**src/rtl/id_ex_stage_reg.sv**
```systemverilog
// ID/EX pipeline register with load-use hazard detection, flush bubbles
// and a saturating bubble counter. Ports: id_* in, ex_* out, hazard_stall.
module id_ex_stage_reg #(
   parameter int XLEN  = 64,
   parameter int RA_W  = 5,
   parameter int CNT_W = 16
) (
   input  logic             clk,
   input  logic             rst_n,
   input  logic             id_valid,
   input  logic             id_branch,
   input  logic             id_memread,
   input  logic             id_memtoreg,
   input  logic             id_memwrite,
   input  logic             id_alusrc,
   input  logic             id_regwrite,
   input  logic [1:0]       id_aluop,
   input  logic [XLEN-1:0]  id_pc,
   input  logic [XLEN-1:0]  id_rs1_data,
   input  logic [XLEN-1:0]  id_rs2_data,
   input  logic [XLEN-1:0]  id_imm,
   input  logic [RA_W-1:0]  id_rs1,
   input  logic [RA_W-1:0]  id_rs2,
   input  logic [RA_W-1:0]  id_rd,
   input  logic [3:0]       id_funct,
   input  logic             ex_flush,
   output logic             ex_valid,
   output logic             ex_branch,
   output logic             ex_memread,
   output logic             ex_memtoreg,
   output logic             ex_memwrite,
   output logic             ex_alusrc,
   output logic             ex_regwrite,
   output logic [1:0]       ex_aluop,
   output logic [XLEN-1:0]  ex_pc,
   output logic [XLEN-1:0]  ex_rs1_data,
   output logic [XLEN-1:0]  ex_rs2_data,
   output logic [XLEN-1:0]  ex_imm,
   output logic [RA_W-1:0]  ex_rs1,
   output logic [RA_W-1:0]  ex_rs2,
   output logic [RA_W-1:0]  ex_rd,
   output logic [3:0]       ex_funct,
   output logic             hazard_stall,
   output logic [CNT_W-1:0] bubble_count
);

   logic uses_rs2;
   logic rd_hit;
   logic bubble;

   // R-type, stores and branches read rs2; immediates do not
   assign uses_rs2 = ~id_alusrc | id_memwrite;

   assign rd_hit = (ex_rd == id_rs1) |
                   (uses_rs2 & (ex_rd == id_rs2));

   assign hazard_stall = id_valid & ex_valid & ex_memread &
                         (ex_rd != '0) & rd_hit;

   assign bubble = ex_flush | hazard_stall;

   always_ff @(posedge clk or negedge rst_n) begin
      if (!rst_n) begin
         ex_valid    <= 1'b0;
         ex_branch   <= 1'b0;
         ex_memread  <= 1'b0;
         ex_memtoreg <= 1'b0;
         ex_memwrite <= 1'b0;
         ex_alusrc   <= 1'b0;
         ex_regwrite <= 1'b0;
         ex_aluop    <= 2'b00;
         ex_pc       <= '0;
         ex_rs1_data <= '0;
         ex_rs2_data <= '0;
         ex_imm      <= '0;
         ex_rs1      <= '0;
         ex_rs2      <= '0;
         ex_rd       <= '0;
         ex_funct    <= 4'h0;
      end else if (bubble) begin
         // data fields keep their old values; only control is killed
         ex_valid    <= 1'b0;
         ex_branch   <= 1'b0;
         ex_memread  <= 1'b0;
         ex_memtoreg <= 1'b0;
         ex_memwrite <= 1'b0;
         ex_alusrc   <= 1'b0;
         ex_regwrite <= 1'b0;
         ex_aluop    <= 2'b00;
         ex_rd       <= '0;
      end else begin
         ex_valid    <= id_valid;
         ex_branch   <= id_branch;
         ex_memread  <= id_memread;
         // an undriven decoder output must not turn into a writeback mux select
         ex_memtoreg <= (id_memtoreg === 1'b1);
         ex_memwrite <= id_memwrite;
         ex_alusrc   <= id_alusrc;
         ex_regwrite <= id_regwrite;
         ex_aluop    <= id_aluop;
         ex_pc       <= id_pc;
         ex_rs1_data <= id_rs1_data;
         ex_rs2_data <= id_rs2_data;
         ex_imm      <= id_imm;
         ex_rs1      <= id_rs1;
         ex_rs2      <= id_rs2;
         ex_rd       <= id_rd;
         ex_funct    <= id_funct;
      end
   end

   always_ff @(posedge clk or negedge rst_n) begin
      if (!rst_n) begin
         bubble_count <= '0;
      end else if (bubble && id_valid && (bubble_count != '1)) begin
         bubble_count <= bubble_count + 1'b1;
      end
   end

endmodule

```
**config.mk**
```make
export PLATFORM = sky130hd
export DESIGN_NAME = id_ex_stage_reg
export DESIGN_NICKNAME = d
export VERILOG_FILES = /design/src/rtl/id_ex_stage_reg.sv
export SDC_FILE = /design/constraint.sdc
export NUM_CORES = 1
export LEC_CHECK = 0
export BUFFER_PORTS_ARGS = -buffer_cell sky130_fd_sc_hd__buf_2
export CAP_MARGIN = 10
export CORE_AREA = 5 5 225 227
export DETAILED_ROUTE_END_ITERATION = 16
export DIE_AREA = 0 0 230 232
export SLEW_MARGIN = 25
export SYNTH_ARGS = -nofsm -noshare
export SYNTH_HDL_FRONTEND = slang
export SYNTH_SLANG_ARGS = --single-unit
```
**constraint.sdc**
```tcl
create_clock -name clk -period 2.9 [get_ports clk]
set_input_delay 0.435 -clock clk [delete_from_list [all_inputs] [get_ports clk]]
set_output_delay 0.435 -clock clk [all_outputs]
set_load 0.02 [all_outputs]
```
* Yosys cells after proc, flatten, opt, wreduce, memory -nomap -nowiden
Cells that the tools add are included.
Operators by class: $add $sub $neg 1, equality and inequality tests 4, multiplexer cells 9, bitwise gates (word level) 9, reduce and logical (&&, ||, !) cells 3
Operators by type and width (count):
- adder 16 x 1 -> 16 bit, second input constant | 1
- inequality test 16 bit, second input constant | 1
- equality test 5 bit | 2
- 2-to-1 mux 1 bit | 7
- AND 1 bit | 5
- 2-to-1 mux 5 bit | 1
- nonzero test 5 bit | 1
- bitwise OR 1 bit | 3
- logical AND 1 bit | 2
- 2-to-1 mux 2 bit | 1
- case equality test 1 bit, second input constant | 1
- NOT 1 bit | 1
Storage, ports and cells: flip-flop bits (word level) 300, input port bits 287, output and inout bits 301

* Depth between registers and ports, before layout
Gate-level depths: netlist of the first run.
word-level depth 8, depth in mapped cells 9, depth with buffers taken out 7

* Worst setup path after synthesis of the first run
No wires, ideal clock.
kind register to register, start point reg ex_rd[0], end point reg ex_imm[10], setup time 0.125 ns, data arrival time 2.104 ns, slack 0.671 ns, cell stages (with the launch flop) 8, buffers on the path 3, clock period less this slack 2.229 ns, cells stage by stage dfrtp_1 > or4_4 > o2111ai_2 > o21a_1 > buf_6 > buf_12 > buf_12 > mux2_4
On the way: longest elaborated chain between the ends 5, elaborated cells on any way between the ends 8, classes of those cells eq/ne: 2; bitwise: 5; reduce/logical: 1
RTL lines:
- start, declared | line 41 | output logic [RA_W-1:0] ex_rd,
- start signal, assigned | line 107 | ex_rd <= id_rd;
- equality test 5 bit | line 55 | (uses_rs2 & (ex_rd == id_rs2));
- AND 1 bit | line 55
- bitwise OR 1 bit | line 54 | assign rd_hit = (ex_rd == id_rs1) |
- AND 1 bit * | line 58 | (ex_rd != '0) & rd_hit;
- bitwise OR 1 bit * | line 60 | assign bubble = ex_flush | hazard_stall;
- end signal, assigned | line 104 | ex_imm <= id_imm;
- end, declared | line 38 | output logic [XLEN-1:0] ex_imm,
Every way passes the cells marked *; elsewhere a longest branch is shown, timed or not. A chain may end at the register's enable or synchronous reset.

* Worst setup path in the final report of the first run
start point reg ex_rd[2], end point out hazard_stall
On the way: longest elaborated chain between the ends 4, elaborated cells on any way between the ends 7, classes of those cells eq/ne: 2; bitwise: 4; reduce/logical: 1
RTL lines:
- equality test 5 bit | line 55
- AND 1 bit | line 55
- bitwise OR 1 bit | line 54
- AND 1 bit * | line 58
- end, declared | line 43 | output logic hazard_stall,
Marks and branches as above.

==> out/summary.json, run 1 <==
{
  "power.share.clock": 0.377,
  "critical_path_class": "reg2out",
  "clockBufferDepth": 3,
  "total_chip_power_mw": 11.3,
  "grt.overflow.total": 0,
  "grt_pass1_wl_um": 53500,
  "total_negative_slack_ns": 0,
  "grt_start_max_net_pins": 78,
  "cts_repair_resize_count": 0,
  "sequential_cell_area_um2": 7510,
  "floorplan.initialDensity": 0.257,
  "ffs_latches_synth": 300,
  "area_growth_pct": 37.3,
  "synth.top_cells.by_count": "dfrtp_1, mux2_4, mux2_2",
  "maxClockFrequency_ghz": 0.383,
  "finalMaxSlewViolations": 0,
  "numCtsBuffers": 36,
  "timing.critical_path.to_type": "primary output",
  "floorplan.rows": 81,
  "place_congestion": 0.832,
  "ys_dominant_reg_cell": "dfrtp_1",
  "ioPinCount": 588,
  "post-route-period-util": 0.900,
  "filler_cells_inserted": 4750,
  "yosys.cell_count.top_type": "dfrtp_1",
  "grt_antenna_before_repair": 1,
  "synth.top_cells.by_area": "dfrtp_1, mux2_4, mux2_2",
  "worstSkewPairLatency_ns": 0.52,
  "internal_power_mw": 8.18,
  "vdd_ir_drop_max_v": 0.000419,
  "timing.critical_path.arrival_ns": 2.17,
  "global_route.usage.met3": 0.0459,
  "chipHeight_um": 232,
  "hold_viol_final": 0,
  "htreeDepth": 2,
  "postSynthCellCount": 690,
  "worst_ep_required_time_ns": 2.47,
  "synthDominantAreaCellType": "dfrtp_1",
  "power.leakage_nw": 8.81,
  "clock_input_transition_at_the_sequential_cells_of_the_worst_setup_and_hold_paths_ns": 0.06,
  "cts.sink_count": 300,
  "drt.antenna.violating_nets": 0,
  "whs_ns": 0.119,
  "fraction_of_final_layout_cells_with_drive_strength_greater_than_1": 0.704,
  "globalRouteTotalUtil": 0.126,
  "skew_ns": 0.00947,
  "drt_drc_violations_left": 0,
  "first_global_vias": 9107,
  "power_switching_share": 0.278,
  "power_density_normalized_to_cell_area_nw_per_um2": 662,
  "crit_fanout": 4,
  "root_cell_of_the_clock_tree": "clkbuf_16",
  "drt_first_pass_iters": 4,
  "crit_path_start_kind": "flop",
  "routedWlPerCell_um": 18.0,
  "grt_use_met1": 0.138,
  "cts_hold_buf": 1,
  "seq_power_share": 0.432,
  "avgSynthCellArea_um2": 18.0,
  "postSynth.asyncResetShare": 1.00,
  "synth_top_area_share": 0.603,
  "finalWirelength_um": 35200,
  "multiInputGateArea_um2": 4400,
  "core_area_um2": 48400,
  "worst_slew_pin_slew_ns": 0.848,
  "use_met2": 0.226,
  "finalNetCount": 1597,
  "timing.hold.worst.class": "in2reg",
  "cts_tree": "built",
  "maxCapViolations": 0,
  "timing.slew.headroom": 0.435,
  "synthesis.area_um2": 12400,
  "die-width_um": 230,
  "final_util": 0.353,
  "switching_power_mw": 3.14,
  "fin_crit_ns": 2.61,
  "grt_setup_unrepaired": "false",
  "floorplan.die_area_um2": 53400,
  "synth_fp_nets": 978,
  "synth.yosys.seq_area_share": 0.603,
  "placement.io_buffers": 587,
  "drt-initial-drc-count": 275,
  "place.detailed.hpwl_um": 26900,
  "power_frac_comb": 0.192,
  "synth_edf_count": 0,
  "via_count": 8142,
  "drt-vias-per-instance": 4.16,
  "run_status": "finished clean",
  "post-cts-setup-buffer-count": 0,
  "final-setup-viol-count": 0,
  "synth-warning-count": 0,
  "grt-busiest-layer": "met2",
  "synth_cell_type_count": 32
}
-- per-layer routing --
layer  share of wire  vias to the layer above
li1                -                     3659
met1            0.37                     4083
met2            0.52                      336
met3           0.088                       62
met4           0.026                        2
met5         0.00020                        -
-- worst max-delay path, cell delays in order, from the launching register on --
cell	delay, ns
dfrtp_1	0.44
xor2_1	0.18
nor4_1	0.35
a22oi_1	0.22
nor2_1	0.25
buf_2	0.22
-- logic make-up (layout without fill, tap and decap cells) --
logic type	after synthesis	count (layout)	share of synthesized area
other cells	0	1	0
flops	300	300	0.603
simple gates	50	50	0.0241
xor+xnor	25	25	0.0176
mux	271	271	0.306
buf+inv	36	680	0.0437
compound gates	7	7	0.00483
fa+ha+maj	1	1	0.00101
-- final cells by class --
cell class | count | area share
flip-flops and latches | 300 | 0.439
clock inverters | 6 | 0.00220
multi-input cells | 354 | 0.258
diodes | 1 | 0.000146
well taps | 622 | 0.0456
inverters | 3 | 0.000659
clock buffers | 57 | 0.0633
repair buffers | 614 | 0.191
-- path summary, 6_finish.rpt --
| kind | start | end | slack, ns | cells past startpoint |
|---|---|---|---|---|
| setup / recovery | ex_rd[2] | hazard_stall | 0.29 | 5 |
| hold / removal | id_memread | ex_memread | 0.12 | 2 |
| setup reg to reg | ex_rd[0] | ex_rs1_data[9] | 0.42 | 6 |
| hold reg to reg | ex_pc[19] | ex_pc[19] | 0.49 | 1 |
| max in group asynchronous | rst_n | ex_pc[12] | 1.51 | 3 |
| min in group asynchronous | rst_n | ex_pc[30] | 0.48 | 2 |
-- flip-flops by register name, summed over array words and instances, names as in the netlist, 5 cells and up --
register,flops
ex_imm,64
ex_pc,64
ex_rs1_data,64
ex_rs2_data,64
bubble_count,16
ex_rd,5
ex_rs1,5
ex_rs2,5
-- metrics by stage --
step / cells / setup WS [ns] / instance area [um^2]
global placement: 1892 / 0.421 / 16000
floorplan: 690 / 0.671 / 12400
global route: 1956 / 0.149 / 17100
detailed placement: 1892 / 0.394 / 16000
CTS: 1956 / 0.261 / 17100
finish: 1957 / 0.291 / 17100
-- power by group through the flow --
stage / combinational (mW) / clock [mW] / sequential [mW]
floorplan: 0.791 / 0 / 5.45
finish: 2.17 / 4.26 / 4.88
global route: 2.31 / 4.61 / 4.94
detailed placement: 2.20 / 0 / 4.95
CTS: 2.21 / 4.42 / 4.89
global placement: 2.18 / 0 / 4.94
-- placed cells by master, fill, tap and decap left out --
| cell type | count |
|---|---|
| o221ai_1 | 1 |
| buf_2 | 586 |
| a21oi_1 | 2 |
| xor2_1 | 16 |
| dfrtp_1 | 300 |
| dlygate4sd3_1 | 1 |
| mux2_4 | 200 |
| clkbuf_8 | 8 |
| or3b_2 | 1 |
| o2111a_1 | 1 |
| clkbuf_1 | 12 |
| clkinv_2 | 4 |
| and4_1 | 1 |
| or4_4 | 1 |
| ha_1 | 1 |
| nor4_4 | 1 |
| mux2_1 | 1 |
| nand4_1 | 5 |
| nor3_1 | 6 |
| buf_4 | 17 |
| buf_12 | 9 |
| inv_1 | 3 |
| buf_8 | 1 |
| nor2_1 | 4 |
| a22oi_1 | 1 |
| nand2_1 | 7 |
| nand3_1 | 4 |
| mux2_2 | 70 |
| o2111ai_2 | 1 |
| inv_6 | 2 |
| clkbuf_16 | 37 |
| and3_1 | 5 |
| diode_2 | 1 |
| xnor2_1 | 9 |
| o21a_4 | 1 |
| and2_1 | 13 |
| nand4b_1 | 1 |
| nor4_1 | 1 |
(Power assumes the default switching activity.)
==> inputs of run 2 (changes only) <==
--- a/config.mk
+++ b/config.mk
@@ -5,11 +5,12 @@
 export SDC_FILE = /design/constraint.sdc
 export NUM_CORES = 1
 export LEC_CHECK = 0
+export ABC_AREA = 1
 export BUFFER_PORTS_ARGS = -buffer_cell sky130_fd_sc_hd__buf_2
 export CAP_MARGIN = 10
-export CORE_AREA = 5 5 225 227
+export CORE_AREA = 5 5 224 226
 export DETAILED_ROUTE_END_ITERATION = 16
-export DIE_AREA = 0 0 230 232
+export DIE_AREA = 0 0 229 231
 export SLEW_MARGIN = 25
 export SYNTH_ARGS = -nofsm -noshare
 export SYNTH_HDL_FRONTEND = slang
==> run 2 against run 1 <==
Against the previous run: synthesized area decreased by 1.1%; design area decreased by 0.86%; clock power increased by 0.9%; die area decreased by 0.86%; sequential power decreased by 2%; critical path depth increased by 3; setup slack improved by 0.10 ns; synthesized cell count increased by 100%; count of clock-buffer cells in the layout decreased by 7; largest cell class unchanged; clock skew decreased by 0.0019 ns; critical endpoint unchanged.
==> out/summary.json, run 2 <==
{
  "timing.critical_path.to_type": {"value": "primary output", "change": "unchanged"},
  "synth_edf_count": {"value": 0, "change": "unchanged"},
  "placement.io_buffers": {"value": 587, "change": "unchanged"},
  "ioPinCount": {"value": 588, "change": "unchanged"},
  "maxClockFrequency": {"value": 0.399, "unit": "GHz", "change": "was 0.383 GHz"},
  "grt_start_max_net_pins": {"value": 125, "change": "was 78"},
  "crit-reg2reg-launch": {"value": "ex_rd[4]", "change": "was ex_rd[0]"},
  "post-route-cell-area": {"value": 16900, "unit": "um^2", "change": "was 17100 um^2"},
  "synth_top_area_share": {"value": 0.610, "change": "was 0.603"},
  "numCtsBuffers": {"value": 34, "change": "was 36"},
  "crit_fanout": {"value": 90, "change": "was 4"},
  "avgSynthCellArea": {"value": 8.78, "unit": "um^2", "change": "was 18.0 um^2"},
  "ffs_latches_synth": {"value": 300, "change": "unchanged"},
  "clock_input_transition_at_the_sequential_cells_of_the_worst_setup_and_hold_paths": {"value": 0.06, "unit": "ns", "change": "about the same"},
  "power.leakage": {"value": 9.66, "unit": "nW", "change": "was 8.81 nW"},
  "grt_use_met1": {"value": 0.181, "change": "was 0.138"},
  "timing.critical_path.arrival": {"value": 2.07, "unit": "ns", "change": "was 2.17 ns"},
  "floorplan.die_area": {"value": 52900, "unit": "um^2", "change": "was 53400 um^2"},
  "synthesis.area": {"value": 12300, "unit": "um^2", "change": "was 12400 um^2"},
  "multiInputGateArea": {"value": 4080, "unit": "um^2", "change": "was 4400 um^2"},
  "clockBufferDepth": {"value": 3, "change": "unchanged"},
  "drt_drc_violations_left": {"value": 0, "change": "unchanged"},
  "synth.top_cells.by_count": {"value": "nand2_1, dfrtp_1, nand3_1", "change": "was dfrtp_1, mux2_4, mux2_2"},
  "launch_point_of_the_worst_hold_path": {"value": "id_branch", "change": "was id_memread"},
  "global_route.usage.met3": {"value": 0.0492, "change": "was 0.0459"},
  "critical_path_class": {"value": "reg2out", "change": "unchanged"},
  "synth-warning-count": {"value": 0, "change": "unchanged"},
  "seq_power_share": {"value": 0.438, "change": "was 0.432"},
  "area_growth": {"value": 37.6, "unit": "%", "change": "was 37.3%"},
  "skew": {"value": 0.00760, "unit": "ns", "change": "was 0.00947 ns"},
  "grt.overflow.total": {"value": 0, "change": "unchanged"},
  "power_density_normalized_to_cell_area": {"value": 647, "unit": "nW/um^2", "change": "was 662 nW/um^2"},
  "worst_slew_pin_slew": {"value": 0.761, "unit": "ns", "change": "was 0.848 ns"},
  "power.share.clock": {"value": 0.392, "change": "was 0.377"},
  "internal_power": {"value": 7.79, "unit": "mW", "change": "was 8.18 mW"},
  "placed_cell_area": {"value": 15800, "unit": "um^2", "change": "was 16000 um^2"},
  "hold_viol_final": {"value": 0, "change": "unchanged"},
  "postSynth.asyncResetShare": {"value": 1.00, "change": "unchanged"},
  "worst_ep_required_time": {"value": 2.47, "unit": "ns", "change": "about the same"},
  "place_congestion": {"value": 0.848, "change": "was 0.832"},
  "via_count": {"value": 11600, "change": "was 8142"},
  "final-setup-viol-count": {"value": 0, "change": "unchanged"},
  "min_delay_worst_endpoint": {"value": "ex_branch", "change": "was ex_memread"},
  "drt_first_pass_iters": {"value": 5, "change": "was 4"},
  "grt_pass1_wl": {"value": 65500, "unit": "um", "change": "was 53500 um"},
  "synth.top_cells.by_area": {"value": "dfrtp_1, nand2_1, nand3_1", "change": "was dfrtp_1, mux2_4, mux2_2"},
  "power_frac_comb": {"value": 0.170, "change": "was 0.192"},
  "crit_path_start_kind": {"value": "flop", "change": "unchanged"},
  "globalRouteTotalUtil": {"value": 0.151, "change": "was 0.126"},
  "grt_setup_unrepaired": {"value": "false", "change": "unchanged"},
  "cell_count_of_the_worst_reg_to_reg_path": {"value": 11, "change": "was 6"},
  "drt-vias-per-instance": {"value": 4.48, "change": "was 4.16"},
  "grt-busiest-layer": {"value": "met2", "change": "unchanged"},
  "timing.hold.worst.class": {"value": "in2reg", "change": "unchanged"},
  "cts.sink_count": {"value": 300, "change": "unchanged"},
  "crit-reg2reg-capture": {"value": "ex_pc[1]", "change": "was ex_rs1_data[9]"},
  "postSynthCellCount": {"value": 1402, "change": "was 690"},
  "use_met2": {"value": 0.257, "change": "was 0.226"},
  "worstSkewPairLatency": {"value": 0.53, "unit": "ns", "change": "was 0.52 ns"},
  "synth_cell_type_count": {"value": 17, "change": "was 32"},
  "timing.hold.worst_path_depth": {"value": 3, "change": "was 2"},
  "sequential_cell_area": {"value": 7510, "unit": "um^2", "change": "unchanged"},
  "root_cell_of_the_clock_tree": {"value": "clkbuf_16", "change": "unchanged"},
  "place.detailed.hpwl": {"value": 30500, "unit": "um", "change": "was 26900 um"},
  "htreeDepth": {"value": 2, "change": "unchanged"},
  "most-common-layout-cells": {"value": "nand2_1, buf_2, dfrtp_1", "change": "was buf_2, dfrtp_1, mux2_4"},
  "drt-initial-drc-count": {"value": 719, "change": "was 275"},
  "run_status": {"value": "finished clean", "change": "unchanged"},
  "finalMaxSlewViolations": {"value": 0, "change": "unchanged"},
  "chipHeight": {"value": 231, "unit": "um", "change": "was 232 um"},
  "fraction_of_final_layout_cells_with_drive_strength_greater_than_1": {"value": 0.339, "change": "was 0.704"},
  "post-route-period-util": {"value": 0.864, "change": "was 0.900"},
  "fin_crit": {"value": 2.51, "unit": "ns", "change": "was 2.61 ns"},
  "synth.yosys.seq_area_share": {"value": 0.610, "change": "was 0.603"},
  "synth_fp_nets": {"value": 1690, "change": "was 978"},
  "vdd_ir_drop_max": {"value": 0.000419, "unit": "V", "change": "about the same"},
  "power_switching_share": {"value": 0.289, "change": "was 0.278"},
  "finalWirelength": {"value": 41800, "unit": "um", "change": "was 35200 um"},
  "grt_antenna_before_repair": {"value": 2, "change": "was 1"},
  "cts_tree": {"value": "built", "change": "unchanged"},
  "final_common_cell": {"value": "nand2_1", "change": "was buf_2"},
  "drt.antenna.violating_nets": {"value": 0, "change": "unchanged"},
  "first_global_vias": {"value": 11700, "change": "was 9107"},
  "ff2ff_setup_slack": {"value": 0.86, "unit": "ns", "change": "was 0.42 ns"},
  "routedWlPerCell": {"value": 16.1, "unit": "um", "change": "was 18.0 um"},
  "die-width": {"value": 229, "unit": "um", "change": "was 230 um"},
  "switching_power": {"value": 3.17, "unit": "mW", "change": "was 3.14 mW"},
  "synthDominantAreaCellType": {"value": "dfrtp_1", "change": "unchanged"},
  "ys_dominant_reg_cell": {"value": "dfrtp_1", "change": "unchanged"},
  "floorplan.rows": {"value": 81, "change": "unchanged"},
  "timing.slew.headroom": {"value": 0.493, "change": "was 0.435"},
  "filler_cells_inserted": {"value": 4974, "change": "was 4750"},
  "finalNetCount": {"value": 2239, "change": "was 1597"},
  "floorplan.initialDensity": {"value": 0.256, "change": "was 0.257"},
  "maxCapViolations": {"value": 0, "change": "unchanged"},
  "core_area": {"value": 48100, "unit": "um^2", "change": "was 48400 um^2"},
  "total_negative_slack": {"value": 0, "unit": "ns", "change": "unchanged"},
  "antennaDiodeCount": {"value": 0, "change": "was 1"},
  "yosys.cell_count.top_type": {"value": "nand2_1", "change": "was dfrtp_1"},
  "crit_start": {"value": "ex_rd[1]", "change": "was ex_rd[2]"}
}
run 2: through the flow:
step                cells  hold WS, ns  power (mW)  worst slack (ns)  utilization
floorplan            1402        0.139        5.85              1.02            -
global placement     2536        0.403        6.73             0.714        0.328
detailed placement   2536        0.407        6.76             0.714        0.328
CTS                  2597       0.0712        11.2             0.287        0.352
global route         2597       0.0917        11.5             0.182        0.352
finish               2597        0.116        11.0             0.395        0.352
run 2: worst max-delay path by stage:
stage | end | slack, ns | cells past startpoint
after floorplan | hazard_stall | 1.02 | 10
after global placement | ex_rs2[1] | 0.71 | 11
after detailed placement | ex_rs1[1] | 0.71 | 11
after CTS | hazard_stall | 0.29 | 8
after global routing | hazard_stall | 0.18 | 8
final | hazard_stall | 0.39 | 8
run 2: layout make-up:
| cell class | instances | share of cell area |
|---|---|---|
| multi-input combinational | 962 | 0.241 |
| sequential | 300 | 0.443 |
| tap | 622 | 0.0459 |
| inverter | 44 | 0.0102 |
| clock inverter | 10 | 0.00465 |
| timing repair buffer | 609 | 0.194 |
| clock buffer | 50 | 0.0617 |
run 2: per-layer routing:
metal / vias up / share of wire
li1: 5558 / -
met1: 5501 / 0.39
met2: 486 / 0.49
met3: 77 / 0.086
met4: 4 / 0.031
met5: - / 0.00065
run 2: repair_timing:
action | 4_1_cts | 5_1_grt
hold buffers | 1 | 0
buffers inserted | 0 | 0
resized for setup | 0 | 0
endpoints found under the hold margin | 44 | 0
run 2: kinds of logic (layout without fill, tap and decap cells):
kind of cell | count (synthesis) | after routing | share of synthesized area
AOI/OAI and AO/OA | 9 | 9 | 0.00366
buffers and inverters | 140 | 713 | 0.0599
xor gates and xnor gates | 7 | 7 | 0.00498
and+or+nand+nor | 945 | 945 | 0.321
DFF | 300 | 300 | 0.610
adders and majority gates | 1 | 1 | 0.00102
run 2: power by group through the flow:
stage | logic, mW | registers [mW] | clock network [mW]
after floorplan | 0.528 | 5.32 | 0
after CTS | 1.90 | 4.80 | 4.46
after detailed placement | 1.90 | 4.86 | 0
after global placement | 1.88 | 4.85 | 0
final | 1.86 | 4.80 | 4.30
after global routing | 2.04 | 4.84 | 4.63
run 2: worst max-delay path, stage by stage (launching register included):
cell and delay (ns):
dfrtp_1 0.43, nor2_1 0.14, nand4_1 0.11, nand4_1 0.11, inv_1 0.08, nand2_4 0.14
buf_12 0.29, inv_1 0.07, buf_2 0.17
==> inputs of run 3 (changes only) <==
==> constraint.sdc (replaced) <==
create_clock -name clk -period 2.9 [get_ports clk]
set_input_delay 0.29 -clock clk [delete_from_list [all_inputs] [get_ports clk]]
set_output_delay 0.29 -clock clk [all_outputs]
set_load 0.02 [all_outputs]
==> run 3 against run 2 <==
Against the previous run: sequential power barely moved; setup slack improved by 0.16 ns; routed wire length rose by 7.1%; clock power rose by 7.2%; power rose by 5.3%; critical path depth rose by 2; combinational power rose by 15%; worst hold slack got worse by 0.086 ns; count of clock-buffer cells in the layout rose by 3; flip-flop and latch count did not move; via count rose by 8.7%; clock skew rose by 0.0026 ns; highest routed layer is now met4.
==> out/summary.json, run 3 (same netlist as run 2, synthesis figures left out) <==
{
  "post-cts-setup-buffer-count": {"value": 0, "change": "unchanged"},
  "chipHeight": {"value": 231, "unit": "um", "change": "unchanged"},
  "grt_start_max_net_pins": {"value": 152, "change": "was 125"},
  "grt.overflow.total": {"value": 0, "change": "unchanged"},
  "dpl_worst_slack": {"value": 0.847, "unit": "ns", "change": "was 0.714 ns"},
  "cts.sink_count": {"value": 300, "change": "unchanged"},
  "drt-initial-drc-count": {"value": 630, "change": "was 719"},
  "hold_viol_final": {"value": 0, "change": "unchanged"},
  "globalRouteTotalUtil": {"value": 0.163, "change": "was 0.151"},
  "critical_path_class": {"value": "reg2out", "change": "unchanged"},
  "post-route-cell-area": {"value": 19300, "unit": "um^2", "change": "was 16900 um^2"},
  "vdd_ir_drop_max": {"value": 0.000391, "unit": "V", "change": "was 0.000419 V"},
  "post-route-period-util": {"value": 0.809, "change": "was 0.864"},
  "cts_repair_resize_count": {"value": 0, "change": "unchanged"},
  "first_global_vias": {"value": 13000, "change": "was 11700"},
  "floorplan.die_area": {"value": 52900, "unit": "um^2", "change": "unchanged"},
  "root_cell_of_the_clock_tree": {"value": "clkbuf_16", "change": "unchanged"},
  "finalWirelength": {"value": 44800, "unit": "um", "change": "was 41800 um"},
  "finalNetCount": {"value": 2478, "change": "was 2239"},
  "skew": {"value": 0.0102, "unit": "ns", "change": "was 0.00760 ns"},
  "drt_first_pass_iters": {"value": 5, "change": "unchanged"},
  "placed_cell_area": {"value": 15800, "unit": "um^2", "change": "about the same"},
  "run_status": {"value": "finished clean", "change": "unchanged"},
  "place.detailed.hpwl": {"value": 30600, "unit": "um", "change": "was 30500 um"},
  "power_density_normalized_to_cell_area": {"value": 597, "unit": "nW/um^2", "change": "was 647 nW/um^2"},
  "most-common-layout-cells": {"value": "nand2_1, buf_2, dfrtp_1", "change": "unchanged"},
  "placement.io_buffers": {"value": 587, "change": "unchanged"},
  "timing.critical_path.to_type": {"value": "primary output", "change": "unchanged"},
  "maxClockFrequency": {"value": 0.426, "unit": "GHz", "change": "was 0.399 GHz"},
  "fraction_of_final_layout_cells_with_drive_strength_greater_than_1": {"value": 0.308, "change": "was 0.339"},
  "core_area": {"value": 48100, "unit": "um^2", "change": "unchanged"},
  "drt.antenna.violating_nets": {"value": 0, "change": "unchanged"},
  "place_congestion": {"value": 0.873, "change": "was 0.848"},
  "crit_start": {"value": "ex_rd[2]", "change": "was ex_rd[1]"},
  "antennaDiodeCount": {"value": 0, "change": "unchanged"},
  "timing.critical_path.slowest_cell_delay": {"value": 0.40, "unit": "ns", "change": "was 0.43 ns"},
  "crit-reg2reg-launch": {"value": "ex_rd[3]", "change": "was ex_rd[4]"},
  "worst_slew_pin_slew": {"value": 0.790, "unit": "ns", "change": "was 0.761 ns"},
  "cts_tree": {"value": "built", "change": "unchanged"},
  "worstSkewPairLatency": {"value": 0.52, "unit": "ns", "change": "was 0.53 ns"},
  "die-width": {"value": 229, "unit": "um", "change": "unchanged"},
  "placed_cells_incl_taps": {"value": 2546, "change": "was 2536"},
  "launch_point_of_the_worst_hold_path": {"value": "id_rs1_data[12]", "change": "was id_branch"},
  "area_growth": {"value": 57.2, "unit": "%", "change": "was 37.6%"},
  "power.leakage": {"value": 10.7, "unit": "nW", "change": "was 9.66 nW"},
  "timing.hold.worst.class": {"value": "in2reg", "change": "unchanged"},
  "finalNonFillerCells": {"value": 2838, "change": "was 2597"},
  "drt-vias-per-instance": {"value": 4.45, "change": "was 4.48"},
  "total_negative_slack": {"value": 0, "unit": "ns", "change": "unchanged"},
  "grt_antenna_before_repair": {"value": 1, "change": "was 2"},
  "finalMaxSlewViolations": {"value": 0, "change": "unchanged"},
  "worst_ep_required_time": {"value": 2.61, "unit": "ns", "change": "was 2.47 ns"},
  "filler_cells_inserted": {"value": 4603, "change": "was 4974"},
  "crit_path_start_kind": {"value": "flop", "change": "unchanged"},
  "timing.slew.headroom": {"value": 0.473, "change": "was 0.493"},
  "timing.critical_path.arrival": {"value": 2.06, "unit": "ns", "change": "was 2.07 ns"},
  "drt_drc_violations_left": {"value": 0, "change": "unchanged"},
  "worstPathCellList": {"value": "inv_1, nand2_1, nand2_1, nor2_1, nand3_1, nand2_1, nand2_4, buf_12, inv_1, buf_2", "change": "was nor2_1, nand4_1, nand4_1, inv_1, nand2_4, buf_12, inv_1, buf_2"},
  "final_common_cell": {"value": "nand2_1", "change": "unchanged"},
  "final-setup-viol-count": {"value": 0, "change": "unchanged"},
  "ioPinCount": {"value": 588, "change": "unchanged"},
  "maxCapViolations": {"value": 0, "change": "unchanged"},
  "grt_pass1_wl": {"value": 71600, "unit": "um", "change": "was 65500 um"},
  "htreeDepth": {"value": 2, "change": "unchanged"},
  "final.setup.worst_slack": {"value": 0.554, "unit": "ns", "change": "was 0.395 ns"},
  "clockBufferDepth": {"value": 3, "change": "unchanged"},
  "floorplan.initialDensity": {"value": 0.256, "change": "unchanged"},
  "crit_fanout": {"value": 111, "change": "was 90"},
  "routedWlPerCell": {"value": 15.8, "unit": "um", "change": "was 16.1 um"},
  "most_used_cell_along_the_critical_path": "nand2_1",
  "grt_setup_unrepaired": {"value": "false", "change": "unchanged"},
  "critical_path_top_delay_cell": {"value": "dfrtp_1", "change": "unchanged"},
  "fin_crit": {"value": 2.35, "unit": "ns", "change": "was 2.51 ns"},
  "via_count": {"value": 12600, "change": "was 11600"},
  "numCtsBuffers": {"value": 35, "change": "was 34"},
  "floorplan.rows": {"value": 81, "change": "unchanged"},
  "clock_input_transition_at_the_sequential_cells_of_the_worst_setup_and_hold_paths": {"value": 0.06, "unit": "ns", "change": "about the same"}
}
==> run 3: layer usage <==
metal	GRT usage	wire length, um
met2	0.271	21400
met1	0.192	17100
met4	0.0699	1930
met3	0.0601	4260
met5	0	0
==> run 3: layout make-up <==
| cell class | count | area (um^2) | share of cell area |
|---|---|---|---|
| tap | 622 | 778 | 0.0402 |
| timing repair buffer | 847 | 5590 | 0.289 |
| clock buffer | 53 | 1100 | 0.0567 |
| sequential | 300 | 7510 | 0.388 |
| inverter | 44 | 173 | 0.00893 |
| clock inverter | 10 | 125 | 0.00647 |
| multi-input combinational | 962 | 4080 | 0.211 |
==> run 3: path summary, 6_finish.rpt <==
path	cells past startpoint	to	slack, ns
setup reg to reg	12	ex_rs2_data[16]	0.80
hold reg to reg	2	ex_imm[3]	0.46
setup / recovery	10	hazard_stall	0.55
hold / removal	3	ex_rs1_data[12]	0.03
min in group asynchronous	2	ex_regwrite	0.37
max in group asynchronous	3	ex_rs2_data[32]	1.72
==> run 3: per-stage QoR <==
stage / hold WS, ns / util / power [mW]
after CTS: 0.000581 / 0.402 / 11.7
final: 0.0297 / 0.402 / 11.5
after global placement: 0.335 / 0.329 / 6.73
after floorplan: -0.00559 / - / 5.85
after global routing: 0.0117 / 0.402 / 12.1
after detailed placement: 0.344 / 0.329 / 6.76
==> run 3: worst max-delay path: cells and delay by family, from the launching register on <==
family	cells	cell delay, ns
buffers and inverters	4	0.65
and+or+nand+nor	6	0.47
DFF	1	0.40
==> run 3: what timing repair did <==
item / 4_1_cts / 5_1_grt
setup endpoints to repair: 0 / 0
hold endpoints to repair: 295 / 0
hold buffers: 229 / 0
==> run 3: power breakdown <==
group / leakage, nW / internal, mW / switching [mW]
clock network: 0.611 / 2.87 / 1.74
logic: 6.39 / 0.844 / 1.29
registers: 3.69 / 4.56 / 0.233
